## src/rtl/wb_master_adapter.sv

```systemverilog
// wb_master_adapter: Wishbone classic master that turns one byte/half/word load/store into a single bus cycle
//  request side : clk_i, rst_i, req_i, we_i, addr_i, wdata_i, size_i, unsigned_i -> ready_o, done_o, err_o, rdata_o
//  bus side     : wb_cyc_o, wb_stb_o, wb_we_o, wb_adr_o, wb_dat_o, wb_sel_o <- wb_dat_i, wb_ack_i
module wb_master_adapter #(
  parameter int ADDR_WIDTH = 32,
  parameter int DATA_WIDTH = 32,
  parameter int TIMEOUT    = 1023
) (
  input  logic                  clk_i,
  input  logic                  rst_i,
  input  logic                  req_i,
  input  logic                  we_i,
  input  logic [ADDR_WIDTH-1:0] addr_i,
  input  logic [DATA_WIDTH-1:0] wdata_i,
  input  logic [1:0]            size_i,
  input  logic                  unsigned_i,
  output logic                  ready_o,
  output logic                  done_o,
  output logic                  err_o,
  output logic [DATA_WIDTH-1:0] rdata_o,
  output logic                  wb_cyc_o,
  output logic                  wb_stb_o,
  output logic                  wb_we_o,
  output logic [ADDR_WIDTH-1:0] wb_adr_o,
  output logic [DATA_WIDTH-1:0] wb_dat_o,
  output logic [3:0]            wb_sel_o,
  input  logic [DATA_WIDTH-1:0] wb_dat_i,
  input  logic                  wb_ack_i
);
  typedef enum logic [1:0] {IDLE, BUSY, DONE} state_t;
  localparam int CW = TIMEOUT > 1 ? $clog2(TIMEOUT + 1) : 1;
  localparam logic [CW-1:0] LAST = CW'(TIMEOUT > 0 ? TIMEOUT - 1 : 0);
  state_t r_state, w_next;
  logic [CW-1:0] r_cnt;
  logic r_we, r_uns, r_err;
  logic [1:0] r_size, r_off;
  logic [ADDR_WIDTH-1:0] r_adr;
  logic [DATA_WIDTH-1:0] r_dat, r_rdata;
  logic [3:0] r_sel;
  logic w_bad, w_acc, w_ack, w_to;
  logic [3:0] w_sel;
  logic [DATA_WIDTH-1:0] w_mask, w_ext;
  logic [15:0] w_lane;
  assign w_bad = size_i == 2'd3 || (size_i == 2'd1 && addr_i[0]) || (size_i == 2'd2 && addr_i[1:0] != 2'd0);
  assign w_acc = r_state == IDLE && req_i;
  assign w_ack = r_state == BUSY && wb_ack_i;
  // the count is compared one short so the bus is held for exactly TIMEOUT cycles; ack takes priority
  assign w_to = TIMEOUT != 0 && r_state == BUSY && !wb_ack_i && r_cnt == LAST;
  assign w_sel = size_i == 2'd0 ? 4'b0001 << addr_i[1:0] : size_i == 2'd1 ? 4'b0011 << addr_i[1:0] : 4'b1111;
  assign w_mask = {{8{w_sel[3]}}, {8{w_sel[2]}}, {8{w_sel[1]}}, {8{w_sel[0]}}};
  assign w_lane = 16'(wb_dat_i >> {r_off, 3'b000});
  assign w_ext = r_size == 2'd0 ? {{24{!r_uns && w_lane[7]}}, w_lane[7:0]} :
                 r_size == 2'd1 ? {{16{!r_uns && w_lane[15]}}, w_lane} : wb_dat_i;
  always_ff @(posedge clk_i) r_state <= rst_i ? IDLE : w_next;
  always_comb begin
    w_next = r_state == IDLE ? (req_i ? (w_bad ? DONE : BUSY) : IDLE) :
             r_state == BUSY ? (wb_ack_i || w_to ? DONE : BUSY) : IDLE;
    ready_o = r_state == IDLE;
    done_o = r_state == DONE;
    err_o = r_state == DONE && r_err;
    wb_cyc_o = r_state == BUSY;
    wb_stb_o = r_state == BUSY;
  end
  always_ff @(posedge clk_i) begin
    if (rst_i) begin
      r_cnt <= '0;
      r_we <= 1'b0;
      r_uns <= 1'b0;
      r_err <= 1'b0;
      r_size <= 2'd0;
      r_off <= 2'd0;
      r_adr <= '0;
      r_dat <= '0;
      r_sel <= 4'd0;
      r_rdata <= '0;
    end else begin
      if (w_acc) r_err <= w_bad;
      if (w_acc && !w_bad) begin
        r_cnt <= '0;
        r_we <= we_i;
        r_uns <= unsigned_i;
        r_size <= size_i;
        r_off <= addr_i[1:0];
        r_adr <= addr_i;
        r_dat <= (wdata_i << {addr_i[1:0], 3'b000}) & w_mask;
        r_sel <= w_sel;
      end
      if (r_state == BUSY) begin
        r_cnt <= r_cnt + 1'b1;
        r_err <= w_to;
      end
      if (w_ack && !r_we) r_rdata <= w_ext;
    end
  end
  assign rdata_o = r_rdata;
  assign wb_we_o = r_we;
  assign wb_adr_o = r_adr;
  assign wb_dat_o = r_dat;
  assign wb_sel_o = r_sel;
endmodule

```

## config.mk

```make
export PLATFORM = sky130hd
export DESIGN_NAME = wb_master_adapter
export DESIGN_NICKNAME = d
export VERILOG_FILES = /design/src/rtl/wb_master_adapter.sv
export SDC_FILE = /design/constraint.sdc
export NUM_CORES = 1
export LEC_CHECK = 0
export CAP_MARGIN = 20
export CELL_PAD_IN_SITES_DETAIL_PLACEMENT = 0
export CELL_PAD_IN_SITES_GLOBAL_PLACEMENT = 1
export CORE_MARGIN = 4
export CORE_UTILIZATION = 32
export CTS_BUF_LIST = sky130_fd_sc_hd__clkbuf_4 sky130_fd_sc_hd__clkbuf_8
export DETAILED_ROUTE_END_ITERATION = 16
export GPL_ROUTABILITY_DRIVEN = 0
export PLACE_DENSITY_LB_ADDON = 0.1
export SYNTH_ARGS = -nofsm -noshare
export SYNTH_HDL_FRONTEND = slang
export SYNTH_SLANG_ARGS = --single-unit
```

## constraint.sdc

```tcl
create_clock -name clk_i -period 3 [get_ports clk_i]
set_clock_uncertainty 0.2 [all_clocks]
set_input_delay 0.3 -clock clk_i [delete_from_list [all_inputs] [get_ports clk_i]]
set_output_delay 0.3 -clock clk_i [all_outputs]
set_load 0.03 [all_outputs]
```

==> key figures <==
Status
  • Status: finished clean

Yosys
  • Area fraction in and, or, nand and nor cells after synthesis: 0.162
  • Synthesized net count: approximately 730
  • Compound-Gate Fraction of Synth Area: 0.260
  • Top-area cell type share of the netlist area: 0.439
  • Count of warnings emitted by yosys: 0
  • Synth area leaders: sky130_fd_sc_hd__dfxtp_1 44%, sky130_fd_sc_hd__nand2_1 7.5%, sky130_fd_sc_hd__a21oi_1 6.7%
  • Adder-Cell Fraction of Synth Area: 0.0141
  • Main combinational cell family by area after synthesis: compound AO/OA/AOI/OAI gates
  • Post-synthesis async set-or-reset flop share: 0
  • Mean instance size in the synthesized netlist: a little under 9 µm²
  • Post-synthesis sequential area ratio: 0.439
  • Count of state elements after synthesis: about 120
  • Unique masters post-synth: 52
  • Count of flip-flops with a built-in enable after synthesis: 0
  • Top-count cell post-synth: sky130_fd_sc_hd__dfxtp_1
  • Yosys top cell by area: sky130_fd_sc_hd__dfxtp_1
  • Top FF cell, synth: sky130_fd_sc_hd__dfxtp_1
  • Mux cell area share after synthesis: 0.0700
  • Share of the synthesized netlist area taken by xor and xnor gates: 0.00164
  • Post-synth design cell area: about 5300 µm²
  • Commonest cells post-synth: 117 x sky130_fd_sc_hd__dfxtp_1, 107 x sky130_fd_sc_hd__nand2_1, 71 x sky130_fd_sc_hd__a21oi_1
  • Cells after synthesis: between 600 and 700

Global routing
  • Global routing's busiest layer: met2
  • Global-route wire length before repair: about 28 mm
  • Number of antenna violations at the first check in global routing: 0
  • Global-route congestion overflow total: 0
  • Pin count of the biggest net entering global routing: 55
  • Total GRT Usage: 0.187
  • Via count of the first global-routing pass: approximately 5000
  • Met1 track demand over resource in global routing: 0.246
  • GRT met2 Usage: 0.290
  • Met3 usage in global routing: 0.0603

Routing
  • Detailed-routing iteration count for the pre-antenna-repair pass: 4
  • Via count: about 5300
  • Post-DR wirelength/cell: about 17 µm
  • Routed wire length: between 15 and 20 mm
  • 1st-iter DRT viols: 212
  • Antenna viol nets, final: 0
  • Detailed-route vias per instance: slightly above 5
  • Number of remaining DRC errors: 0

Floorplanning
  • # rows: 46
  • DIE AREA: 18800 µm²
  • Effective utilization at floorplan: 0.331
  • Chip width: 137 µm
  • Number of placed I/O pins: 210
  • Die outline height: 137 µm
  • Core Region: about 16000 µm²

Timing
  • Post-route fraction of the period consumed by the critical path: 0.837
  • Relative max-transition margin: 0.514
  • Maximum frequency from static timing analysis: between 300 and 400 MHz
  • Final setup vio count: 0
  • Final critical-path required period: between 2 and 3 ns
  • Setup repair after global routing missed its margin: no
  • Least setup slack across all paths after layout: 0.490 ns
  • Total count of max-transition violations in the final report: 0
  • Final TNS setup: 0 ns
  • Least-Margin Pin Slew: roughly 0.73 ns
  • Final number of hold-violating endpoints: 0
  • Worst slack on hold paths: approximately 0.16 ns

Placement
  • Port Buf Inserts: 209
  • HPWL Detailed: approximately 13 mm
  • Place WS: roughly 0.37 ns

Setup path
  • Data required time of the critical path: 3.15 ns
  • Setup Crit Path Kind: input port to flip-flop
  • Ordered list of cells on the worst path: dlygate4sd3_1 -> buf_2 -> inv_1 -> ha_1 -> nor2b_1 -> o21ai_4 -> or4_1 -> o2bb2ai_1
  • Largest stage delay on the critical path: ~0.66 ns
  • Worst path slowest cell: sky130_fd_sc_hd__or4_1
  • Arrival @ worst endpoint: 2.66 ns
  • Critical path startpoint category: input port
  • Critical Path Sink Type: flip-flop
  • Critical path peak fanout: 8
  • Buf/Inv on CP: 3
  • Largest delay contributor family on the critical path: simple AND/OR/NAND/NOR gates

Final layout
  • Fraction of final layout cells with drive strength greater than 1: 0.0886
  • Storage cell area: between 2000 and 2500 µm²
  • Fillers: 1530
  • Area of the multi-input gates: around 2700 µm²
  • Antenna Diode Count: 0
  • Post-layout nets: approximately 920
  • Area growth, synth to finish: 50.1%

Pwr
  • Leakage power summed over all cells: just under 3 nW
  • Pwr/cell area: a little under 500 nW/µm²
  • Maximum vdd drop: between 0.0003 and 0.0004 V

CTS
  • Clock insertion delay at the later pin of the skew report: between 0.4 and 0.5 ns
  • TritonCTS clock tree: built
  • CTS root buffer: sky130_fd_sc_hd__clkbuf_8
  • Number of buffers on the longest clock path: 2
  • Depth of the CTS H-tree: 4
  • TritonCTS buffer count: 17
  • Number of clock sinks: 117
  • Clock transition time at the flip-flop clock pins of the worst setup and hold paths: roughly 0.07 ns

Worst hold path
  • Worst hold path class: input port to flip-flop

Flow run
  • Max-cap violation count: 0
[cell usage in the layout, fill, tap and decap left out, types with 2 or more instances in the layout]
master,Yosys,routed
sky130_fd_sc_hd__nand3_1,4,4
sky130_fd_sc_hd__nor2b_1,7,7
sky130_fd_sc_hd__or4_1,2,2
sky130_fd_sc_hd__and3_1,2,2
sky130_fd_sc_hd__bufinv_16,0,2
sky130_fd_sc_hd__a22oi_1,15,15
sky130_fd_sc_hd__a21oi_1,71,71
sky130_fd_sc_hd__nor2_1,54,53
sky130_fd_sc_hd__a32o_1,8,8
sky130_fd_sc_hd__o221ai_1,7,7
sky130_fd_sc_hd__nand2_1,107,107
sky130_fd_sc_hd__clkinv_1,2,2
sky130_fd_sc_hd__buf_4,2,19
sky130_fd_sc_hd__a211oi_1,21,21
sky130_fd_sc_hd__clkinv_2,0,6
sky130_fd_sc_hd__inv_1,5,5
sky130_fd_sc_hd__ha_1,6,6
sky130_fd_sc_hd__clkbuf_4,0,4
sky130_fd_sc_hd__a211oi_2,10,10
sky130_fd_sc_hd__nand3b_1,3,3
sky130_fd_sc_hd__a31o_2,3,3
sky130_fd_sc_hd__dfxtp_1,117,117
sky130_fd_sc_hd__clkdlybuf4s50_1,0,207
sky130_fd_sc_hd__mux2i_1,35,35
sky130_fd_sc_hd__o211a_1,2,2
sky130_fd_sc_hd__a22o_1,16,16
sky130_fd_sc_hd__a2bb2oi_1,7,7
sky130_fd_sc_hd__nor3_1,8,8
sky130_fd_sc_hd__a31oi_1,2,2
sky130_fd_sc_hd__o31ai_1,2,2
sky130_fd_sc_hd__clkbuf_8,0,18
sky130_fd_sc_hd__o2bb2ai_1,8,8
sky130_fd_sc_hd__and4_1,3,3
sky130_fd_sc_hd__o21ai_0,14,14
sky130_fd_sc_hd__nand4_1,3,3
sky130_fd_sc_hd__nand2b_1,2,2
[state kept, by name (all words and copies together) (netlist names)]
| signal | flops |
|---|---|
| wb_adr_o | 31 |
| r_err | 1 |
| wb_we_o | 1 |
| wb_dat_o | 32 |
| wb_sel_o | 4 |
| r_state | 2 |
| r_cnt | 10 |
| r_off | 1 |
| r_uns | 1 |
| rdata_o | 32 |
| r_size | 2 |
[through the flow]
stage,total power [mW],cells,util,area [µm²]
CTS,3.93,1040,0.496,8000
global placement,2.48,1007,0.472,7610
floorplan,2.12,616,-,5330
global route,4.05,1040,0.496,8000
detailed placement,2.48,1007,0.472,7610
finish,3.88,1040,0.496,8000
[final timing paths]
check,startpoint,endpoint,slack [ns],cells after the start
max,addr_i[0],wb_dat_o[15],0.49,8
min,rst_i,wb_dat_o[1],0.16,2
max reg2reg,r_off[0],rdata_o[15],0.72,3
min reg2reg,wb_adr_o[21],wb_adr_o[21],0.25,2
[area by class of cell]
cell class              count  area share
inverters                   7     0.00328
multi-input cells         439       0.341
repair buffers            229       0.281
clock buffers              22      0.0347
well taps                 216      0.0338
flip-flops and latches    117       0.293
clock inverters            10      0.0133
[repair_timing]
item,CTS,global route
gates resized for setup,0,0
buffers inserted,0,0
endpoints found under the hold margin,1,0
hold buffers,1,0
[power breakdown]
part           switching, mW  total, mW  internal [mW]
Clock                  0.641       1.43          0.789
Combinational          0.425      0.782          0.357
Sequential            0.0467       1.66           1.62
Total                   1.11       3.88           2.76
[metal layers]
metal,up-vias,wire length (µm)
li1,2607,-
met1,2475,8100
met2,181,8300
met3,26,1230
met4,0,368
met5,-,0
[cells by family after synthesis]
logic type,count (synthesis)
XOR/XNOR,1
flip-flops,117
adder cells (fa/ha/maj),6
AO/OA/AOI/OAI,196
AND/OR/NAND/NOR,200
multiplexers,36
buffers and inverters,60
No activity file was read; power rests on OpenSTA's default activity.
